--- config.mk ---
export PLATFORM = sky130hd
export DESIGN_NAME = input_unpack
export DESIGN_NICKNAME = d
export VERILOG_FILES = /design/src/rtl/input_unpack.sv
export SDC_FILE = /design/constraint.sdc
export NUM_CORES = 1
export LEC_CHECK = 0
export CAP_MARGIN = 5
export CORE_MARGIN = 3
export CORE_UTILIZATION = 57
export CTS_CLUSTER_SIZE = 24
export DETAILED_ROUTE_END_ITERATION = 10
export MAX_ROUTING_LAYER = met4
export PLACE_DENSITY = 0.86
export SETUP_SLACK_MARGIN = 0.15
export SLEW_MARGIN = 20
export SYNTH_ARGS = -nofsm -noshare
export SYNTH_HDL_FRONTEND = slang
export SYNTH_SLANG_ARGS = --single-unit
--- constraint.sdc ---
create_clock -name clock -period 8.19 [get_ports clock]
set_input_delay 1.2285 -clock clock [delete_from_list [all_inputs] [get_ports clock]]
set_output_delay 1.2285 -clock clock [all_outputs]
set_load 0.03 [all_outputs]
--- src/rtl/input_unpack.sv ---
// ---------------------------------------------------------------------------
// input_unpack
//   Reads Length consecutive 128-bit words from memory, starting at word
//   address BASE_ADDR, and streams each word out as 16 bytes, most
//   significant byte first, under a valid/ready handshake.
//
// Ports
//   clock        in   sole clock, rising edge
//   reset        in   synchronous active-high reset
//   StartIn      in   level: high = run / keep running, low = abort to idle
//   Length       in   16  word count, sampled when leaving idle
//   ReadBus      in   128 read data, valid the cycle after ReadEnable
//   ReadAddress  out  16  registered word address
//   ReadEnable   out  one-cycle read strobe
//   ByteOut      out  8   current byte
//   ByteValid    out  ByteOut holds a valid byte
//   ByteReady    in   consumer accepts; transfer = ByteValid & ByteReady
//   done         out  high when idle or complete
//
// Build option
//   INPUT_UNPACK_PREFETCH_EN : adds a second 128-bit buffer. The next word
//   is read on the first byte transfer of the current word and swapped in
//   on the last transfer, so bytes stream across word boundaries with no
//   gap. Without it, each word costs a REQ/WAIT bubble of two cycles.
// ---------------------------------------------------------------------------
module input_unpack #(
   parameter logic [15:0] BASE_ADDR = 16'h0000
) (
   input  logic          clock,
   input  logic          reset,
   input  logic          StartIn,
   input  logic [15:0]   Length,
   input  logic [127:0]  ReadBus,
   output logic [15:0]   ReadAddress,
   output logic          ReadEnable,
   output logic [7:0]    ByteOut,
   output logic          ByteValid,
   input  logic          ByteReady,
   output logic          done
);

   typedef enum logic [2:0] {S_IDLE, S_REQ, S_WAIT, S_DRAIN, S_DONE} state_t;

   state_t         state_q;
   logic [15:0]    len_q;      // latched word count
   logic [15:0]    rd_idx_q;   // index of the next word to request
   logic [15:0]    wd_idx_q;   // index of the word being drained
   logic [3:0]     p_q;        // byte pointer within the holding word
   logic [127:0]   hold_q;
   logic [15:0]    ra_q;
   logic           re_q;
   logic [7:0]     bo_q;
   logic           bv_q;
   logic           done_q;
`ifdef INPUT_UNPACK_PREFETCH_EN
   logic [127:0]   pf_q;       // next word, filled while the current one drains
   logic           pf_cap_q;   // ReadBus carries prefetch data this cycle
`endif

   logic xfer_d;
   logic last_word_d;
   logic more_reads_d;

   assign xfer_d       = bv_q & ByteReady;
   assign last_word_d  = (wd_idx_q == len_q - 16'd1);
   assign more_reads_d = (rd_idx_q < len_q);

   // Byte p of a word, counted from the most significant end.
   function automatic logic [7:0] pick(input logic [127:0] h, input logic [3:0] idx);
      logic [3:0] s;
      s = 4'd15 - idx;
      return h[{s, 3'b000} +: 8];
   endfunction

   always_ff @(posedge clock) begin
      if (reset) begin
         state_q  <= S_IDLE;
         len_q    <= '0;
         rd_idx_q <= '0;
         wd_idx_q <= '0;
         p_q      <= '0;
         hold_q   <= '0;
         ra_q     <= '0;
         re_q     <= 1'b0;
         bo_q     <= '0;
         bv_q     <= 1'b0;
         done_q   <= 1'b1;
`ifdef INPUT_UNPACK_PREFETCH_EN
         pf_q     <= '0;
         pf_cap_q <= 1'b0;
`endif
      end else if (!StartIn && state_q != S_IDLE) begin
         // Abort: drop any pending byte and in-flight read.
         state_q  <= S_IDLE;
         re_q     <= 1'b0;
         bv_q     <= 1'b0;
         done_q   <= 1'b1;
`ifdef INPUT_UNPACK_PREFETCH_EN
         pf_cap_q <= 1'b0;
`endif
      end else begin
         re_q <= 1'b0;  // strobe lasts one cycle unless re-armed below
`ifdef INPUT_UNPACK_PREFETCH_EN
         // In DRAIN the strobe can only come from a prefetch.
         pf_cap_q <= re_q && (state_q == S_DRAIN);
         if (pf_cap_q) pf_q <= ReadBus;
`endif
         case (state_q)
            S_IDLE: begin
               done_q <= 1'b1;
               bv_q   <= 1'b0;
               if (StartIn) begin
                  len_q    <= Length;
                  wd_idx_q <= '0;
                  if (Length != 16'd0) begin
                     state_q  <= S_REQ;
                     done_q   <= 1'b0;
                     re_q     <= 1'b1;
                     ra_q     <= BASE_ADDR;
                     rd_idx_q <= 16'd1;
                  end else begin
                     state_q  <= S_DONE;
                  end
               end
            end
            S_REQ: state_q <= S_WAIT;
            S_WAIT: begin
               hold_q  <= ReadBus;
               bo_q    <= ReadBus[127:120];
               bv_q    <= 1'b1;
               p_q     <= '0;
               state_q <= S_DRAIN;
            end
            S_DRAIN: begin
               if (xfer_d) begin
`ifdef INPUT_UNPACK_PREFETCH_EN
                  if (p_q == 4'd0 && more_reads_d) begin
                     re_q     <= 1'b1;
                     ra_q     <= BASE_ADDR + rd_idx_q;
                     rd_idx_q <= rd_idx_q + 16'd1;
                  end
`endif
                  if (p_q == 4'd15) begin
                     if (last_word_d) begin
                        state_q <= S_DONE;
                        bv_q    <= 1'b0;
                        done_q  <= 1'b1;
                     end else begin
                        wd_idx_q <= wd_idx_q + 16'd1;
`ifdef INPUT_UNPACK_PREFETCH_EN
                        // Prefetched word is already in pf_q: no bubble.
                        hold_q <= pf_q;
                        bo_q   <= pf_q[127:120];
                        p_q    <= '0;
`else
                        state_q  <= S_REQ;
                        bv_q     <= 1'b0;
                        re_q     <= 1'b1;
                        ra_q     <= BASE_ADDR + rd_idx_q;
                        rd_idx_q <= rd_idx_q + 16'd1;
`endif
                     end
                  end else begin
                     p_q  <= p_q + 4'd1;
                     bo_q <= pick(hold_q, p_q + 4'd1);
                  end
               end
            end
            S_DONE: begin
               bv_q   <= 1'b0;
               done_q <= 1'b1;
            end
            default: state_q <= S_IDLE;
         endcase
      end
   end

`ifndef INPUT_UNPACK_PREFETCH_EN
   // Read pacing is entirely state driven in this build.
   logic unused_d;
   assign unused_d = more_reads_d;
`endif

   assign ReadAddress = ra_q;
   assign ReadEnable  = re_q;
   assign ByteOut     = bo_q;
   assign ByteValid   = bv_q;
   assign done        = done_q;

endmodule

After elaboration in Yosys (flattened, before gate mapping). Cells that the tools add are included.

Input bits: 148. Flip-flop bits (word level): 210. Output and inout port bits: 27. Word-level logic and storage cells: 96.

Add/sub/neg operators: 5. Multiplexer cells: 44. Eq/ne operators: 13. Reductions and logical operators: 19. Bitwise gates (word level): 3. Shift operators: 1.

Operators by type and width (number): 16-bit two-way mux (14); 128-bit by 8-bit variable part select with 8-bit output (1); 16-bit one-hot mux with 2 select lines (3); 16-bit by 1-bit adder with 16-bit output, second input constant (2); 16-bit == test (1); 8-bit two-way mux (2); 8-bit one-hot mux with 2 select lines (1); 16-bit nonzero test (1); 16-bit by 1-bit subtractor with 16-bit output, second input constant (1); 3-bit two-way mux (5); 3-bit one-hot mux with 5 select lines (1); 2-bit != test, second input constant (7); 1-bit two-way mux (12); 4-bit AND reduction (3); 3-bit nonzero test (3); 4-bit two-way mux (2); 4-bit one-hot mux with 2 select lines (1); 7-bit AND reduction (1); 3-bit by 2-bit == test with 1-bit output, second input constant (2); 1-bit one-hot mux with 3 select lines (2); 3-bit AND reduction (2); 6-bit AND reduction (1); 4-bit by 1-bit adder with 4-bit output, second input constant (1); 4-bit == test, second input constant (1); other kinds (12) (15).

Longest topological paths before layout.
Depth in word-level cells: 6. Gate-level depth with buffers: 12. Depth with buffers taken out: 9.

Worst setup path before layout. No wires, ideal clock.

Path kind: input to register. From: input port Length[10]. To: register rd_idx_q[7]. Arrival time: 2.836 ns. Stages: 8. Slack: 5.225 ns. Setup time: 0.129 ns. Data required time: 8.061 ns. Path buffers: 2. Path through: nor4_1 > nand4_1 > nor3_1 > or2_2 > buf_1 > clkbuf_1 > nor4_1 > mux2i_1.

Word-level cells in the longest chain between the ends: 3.

RTL lines: from (decl) (line 32) `input logic [15:0] Length,`; 16-bit nonzero test (line 115) `if (Length != 16'd0) begin`; 2-bit != test (no source line); 7-bit AND reduction (no source line); to (signal assigned) (line 160) `rd_idx_q <= rd_idx_q + 16'd1;`; to (decl) (line 46) `logic [15:0] rd_idx_q;`.

No other way between the ends. A chain may end at the register's enable or synchronous reset.

Final worst setup path.
From: register p_q[0]. To: register rd_idx_q[12].

Word-level cells in the longest chain between the ends: 3.

RTL lines: from (decl) (line 48) `logic [3:0] p_q;`; from (signal assigned) (line 164) `p_q <= p_q + 4'd1;`; 4-bit == test (line 143) `if (p_q == 4'd15) begin`; 2-bit != test (no source line); 7-bit AND reduction (no source line).

No other way between the ends.

==> flow_summary.json <==
{
  "syn_area_per_cell_um2": 8.29,
  "fin_crit_ns": 3.69,
  "reg2reg_to": "rd_idx_q[12]$_SDFFE_PP0P_",
  "postRouteAntennaNets": 0,
  "start_util": 0.596,
  "grt_pass1_wl_um": 41000,
  "crit_path_end_kind": "flip-flop",
  "synth_top_flop_cell": "dfxtp_1",
  "ys_top_cells_by_area": "dfxtp_1, nand2_1, a21oi_1",
  "fp-row-count": 46,
  "start_kind": "flip-flop",
  "htree_levels": 1,
  "postSynthNetCount": 1319,
  "netlist_area_um2": 9670,
  "ctsResizeCount": 0,
  "reg2reg_depth": 9,
  "cp_slowest_stage_delay_ns": 0.78,
  "die_area_um2": 18600,
  "synth_top_area_share": 0.435,
  "post-cts-setup-buffer-count": 0,
  "clk_latency_ns": 0.51,
  "firstDrtPassIters": 5,
  "synth_area_leader_cell": "dfxtp_1",
  "ctsHoldBuffers": 0,
  "finalSetupViolations": 0,
  "holdPathStages": 2,
  "crit_family": "simple AND/OR/NAND/NOR gates",
  "critPathKind": "reg2reg",
  "grt_max_degree": 122,
  "hold_path.class": "reg2reg",
  "fin_util": 0.744,
  "die-height_um": 136,
  "ys_ff_latch": 210,
  "cts_tree": "done",
  "power.density_nw_per_um2": 197,
  "vdd_drop_max_v": 0.000148,
  "wl_per_cell_um": 17.2,
  "crit_path_top_delay_cell": "or2_2",
  "cp.depth": 9,
  "cts.clk_slew.worst_paths_ns": 0.06,
  "area.growth.synth_to_final_pct": 24.9,
  "hold_viol_final": 0,
  "syn_inst": 1167,
  "drt_iter0_markers": 1029,
  "required_ns": 8.61,
  "skew_ns": 0.0125,
  "reg2reg_slack_ns": 4.50,
  "clock.fmax_mhz": 271,
  "synth_edf_count": 0,
  "routed_wirelength_um": 26000,
  "critPathMaxFanout": 37,
  "rsz0062_at_grt": "no",
  "slew_violations": 0,
  "io_buffers": 174,
  "grt-ovfl-total": 0,
  "status": "completed",
  "grt_pass1_vias": 8349,
  "worst-path-buf-inv": 1,
  "drv_cap": 0,
  "path_common_cell": "nand2_1",
  "num_vias": 8982,
  "cts_buffer_depth": 3,
  "synth.distinct_cells": 60,
  "clock-sinks": 210,
  "final_nets": 1432,
  "grt.total_usage": 0.280,
  "drc_errors": 0,
  "cp-startpoint": "p_q[0]$_SDFFE_PP0P_",
  "worstPathCellList": "buf_4 -> ha_1 -> and3_1 -> nand4_1 -> nand2_1 -> nand2_1 -> or2_2 -> or4_1 -> a21oi_1",
  "via_per_inst": 5.94,
  "io_pins": 175,
  "register_area_um2": 4210,
  "antenna_found_initial": 0,
  "core-area_um2": 16200,
  "maxSlewHeadroom": 0.268,
  "cts-buffers-inserted": 22,
  "synthArstFlopShare": 0,
  "tightest_slew_ns": 1.10,
  "reg2reg_from": "p_q[0]$_SDFFE_PP0P_",
  "power_leakage_uw": 0.00403,
  "cp.arrival_ns": 4.12,
  "dpl.hpwl_um": 17600,
  "final_layout_size_suffix_gt1_frac": 0.0772,
  "die_w_um": 136,
  "holdWs_ns": 0.452,
  "yosysSeqAreaShare": 0.435,
  "hold_start": "hold_q[6]$_SDFFE_PP0P_",
  "fillerInstances": 1197,
  "multiInputGateArea_um2": 5050,
  "placed_area_um2": 11300,
  "yosys_warnings": 0,
  "n_antenna_cell": 0,
  "period_share": 0.451,
  "design_area_um2": 12100,
  "cts_root_buf": "clkbuf_16",
  "gp_congestion": 0.889,
  "fin_ws_ns": 4.50,
  "finalSetupTns_ns": 0,
  "worstSetupEndpoint": "rd_idx_q[12]$_SDFFE_PP0P_",
  "pre_cts_slack_ns": 4.03
}
## registers in the layout (all words and copies together) (netlist names)
| name | flops |
|---|---|
| len_q | 16 |
| rd_idx_q | 16 |
| state_q | 3 |
| wd_idx_q | 16 |
| hold_q | 128 |
| ByteValid | 1 |
| ReadAddress | 16 |
| ReadEnable | 1 |
| ByteOut | 8 |
| done | 1 |
| p_q | 4 |
## worst min path at each step
| stage | end | slack [ns] |
|---|---|---|
| after floorplan | hold_q[0]$_SDFFE_PP0P_ | 0.43 |
| after global placement | hold_q[81]$_SDFFE_PP0P_ | 0.44 |
| after detailed placement | hold_q[102]$_SDFFE_PP0P_ | 0.45 |
| after CTS | hold_q[105]$_SDFFE_PP0P_ | 0.45 |
| after global routing | hold_q[6]$_SDFFE_PP0P_ | 0.47 |
| final | hold_q[6]$_SDFFE_PP0P_ | 0.45 |
## power by group
| part | total, uW | internal (uW) | switching, uW |
|---|---|---|---|
| clock network | 999 | 592 | 407 |
| logic | 299 | 138 | 161 |
| registers | 1080 | 1060 | 28.7 |
## area by class of cell
class / count / share of cell area
sequential: 210 / 0.348
clock inverter: 6 / 0.00570
tap: 216 / 0.0224
clock buffer: 34 / 0.0551
multi-input combinational: 859 / 0.418
inverter: 6 / 0.00186
timing repair buffer: 181 / 0.149
## per-stage QoR
| step | power [uW] | cells |
|---|---|---|
| detailed placement | 1400 | 1472 |
| finish | 2380 | 1512 |
| floorplan | 1270 | 1167 |
| global placement | 1390 | 1472 |
| global route | 2460 | 1512 |
| CTS | 2390 | 1512 |
## logic make-up after synthesis
group | Yosys count | share of synthesized area
AOI/OAI and AO/OA | 270 | 0.153
DFF | 210 | 0.435
adders and majority gates | 4 | 0.00518
buffers and inverters | 98 | 0.0449
muxes | 48 | 0.101
xor gates and xnor gates | 19 | 0.0172
and+or+nand+nor | 518 | 0.244
## synth_stat cells (3+ instances only)
library cell / number
nand2_1: 339
dfxtp_1: 210
a21oi_1: 206
clkbuf_1: 77
mux4_2: 40
nand3_1: 35
nor2_1: 30
o31ai_1: 19
or4_1: 18
nand4_1: 14
nand2b_1: 13
nor3_1: 13
o21ai_0: 13
o21ai_1: 10
xnor2_1: 10
xor2_1: 9
and3_1: 8
mux2i_1: 8
nor4_1: 8
and2_1: 6
inv_1: 6
or3_1: 6
buf_1: 5
buf_6: 5
ha_1: 4
or2_2: 4
a31oi_1: 3
nand3b_1: 3
nor2b_1: 3
## placed cells by master (no fill, tap or decap), drive strengths merged, types with 2 or more instances in the layout
| master | netlist | layout |
|---|---|---|
| a21o | 2 | 2 |
| a21oi | 206 | 206 |
| a221o | 2 | 2 |
| a31oi | 3 | 3 |
| and2 | 6 | 6 |
| and3 | 8 | 8 |
| and4 | 3 | 3 |
| buf | 15 | 8 |
| clkbuf | 77 | 34 |
| clkdlybuf4s50 | 0 | 173 |
| clkinv | 0 | 4 |
| dfxtp | 210 | 210 |
| ha | 4 | 4 |
| inv | 6 | 6 |
| mux2i | 8 | 8 |
| mux4 | 40 | 40 |
| nand2 | 340 | 340 |
| nand2b | 13 | 13 |
| nand3 | 35 | 35 |
| nand3b | 3 | 3 |
| nand4 | 14 | 14 |
| nor2 | 30 | 30 |
| nor2b | 3 | 3 |
| nor3 | 15 | 15 |
| nor4 | 10 | 10 |
| o21ai | 23 | 23 |
| o21bai | 2 | 2 |
| o31a | 2 | 2 |
| o31ai | 19 | 19 |
| or2 | 6 | 6 |
| or3 | 7 | 7 |
| or4 | 19 | 19 |
| or4b | 2 | 2 |
| xnor2 | 10 | 10 |
| xor2 | 9 | 9 |
## layer usage
| metal | up-vias | share of wire | global-route usage |
|---|---|---|---|
| li1 | 4303 | - | - |
| met1 | 4256 | 0.40 | 0.352 |
| met2 | 350 | 0.50 | 0.467 |
| met3 | 73 | 0.063 | 0.0348 |
| met4 | 0 | 0.037 | 0.0991 |
| met5 | - | 0 | - |
## worst reg2reg max path, cell delays in order (launching register included)
cell and delay [ns]:
dfxtp_2 0.31, buf_4 0.55, ha_1 0.32, and3_1 0.20, nand4_1 0.10, nand2_1 0.10
nand2_1 0.50, or2_2 0.78, or4_1 0.60, a21oi_1 0.15
No activity file was read; power rests on OpenSTA's default activity.
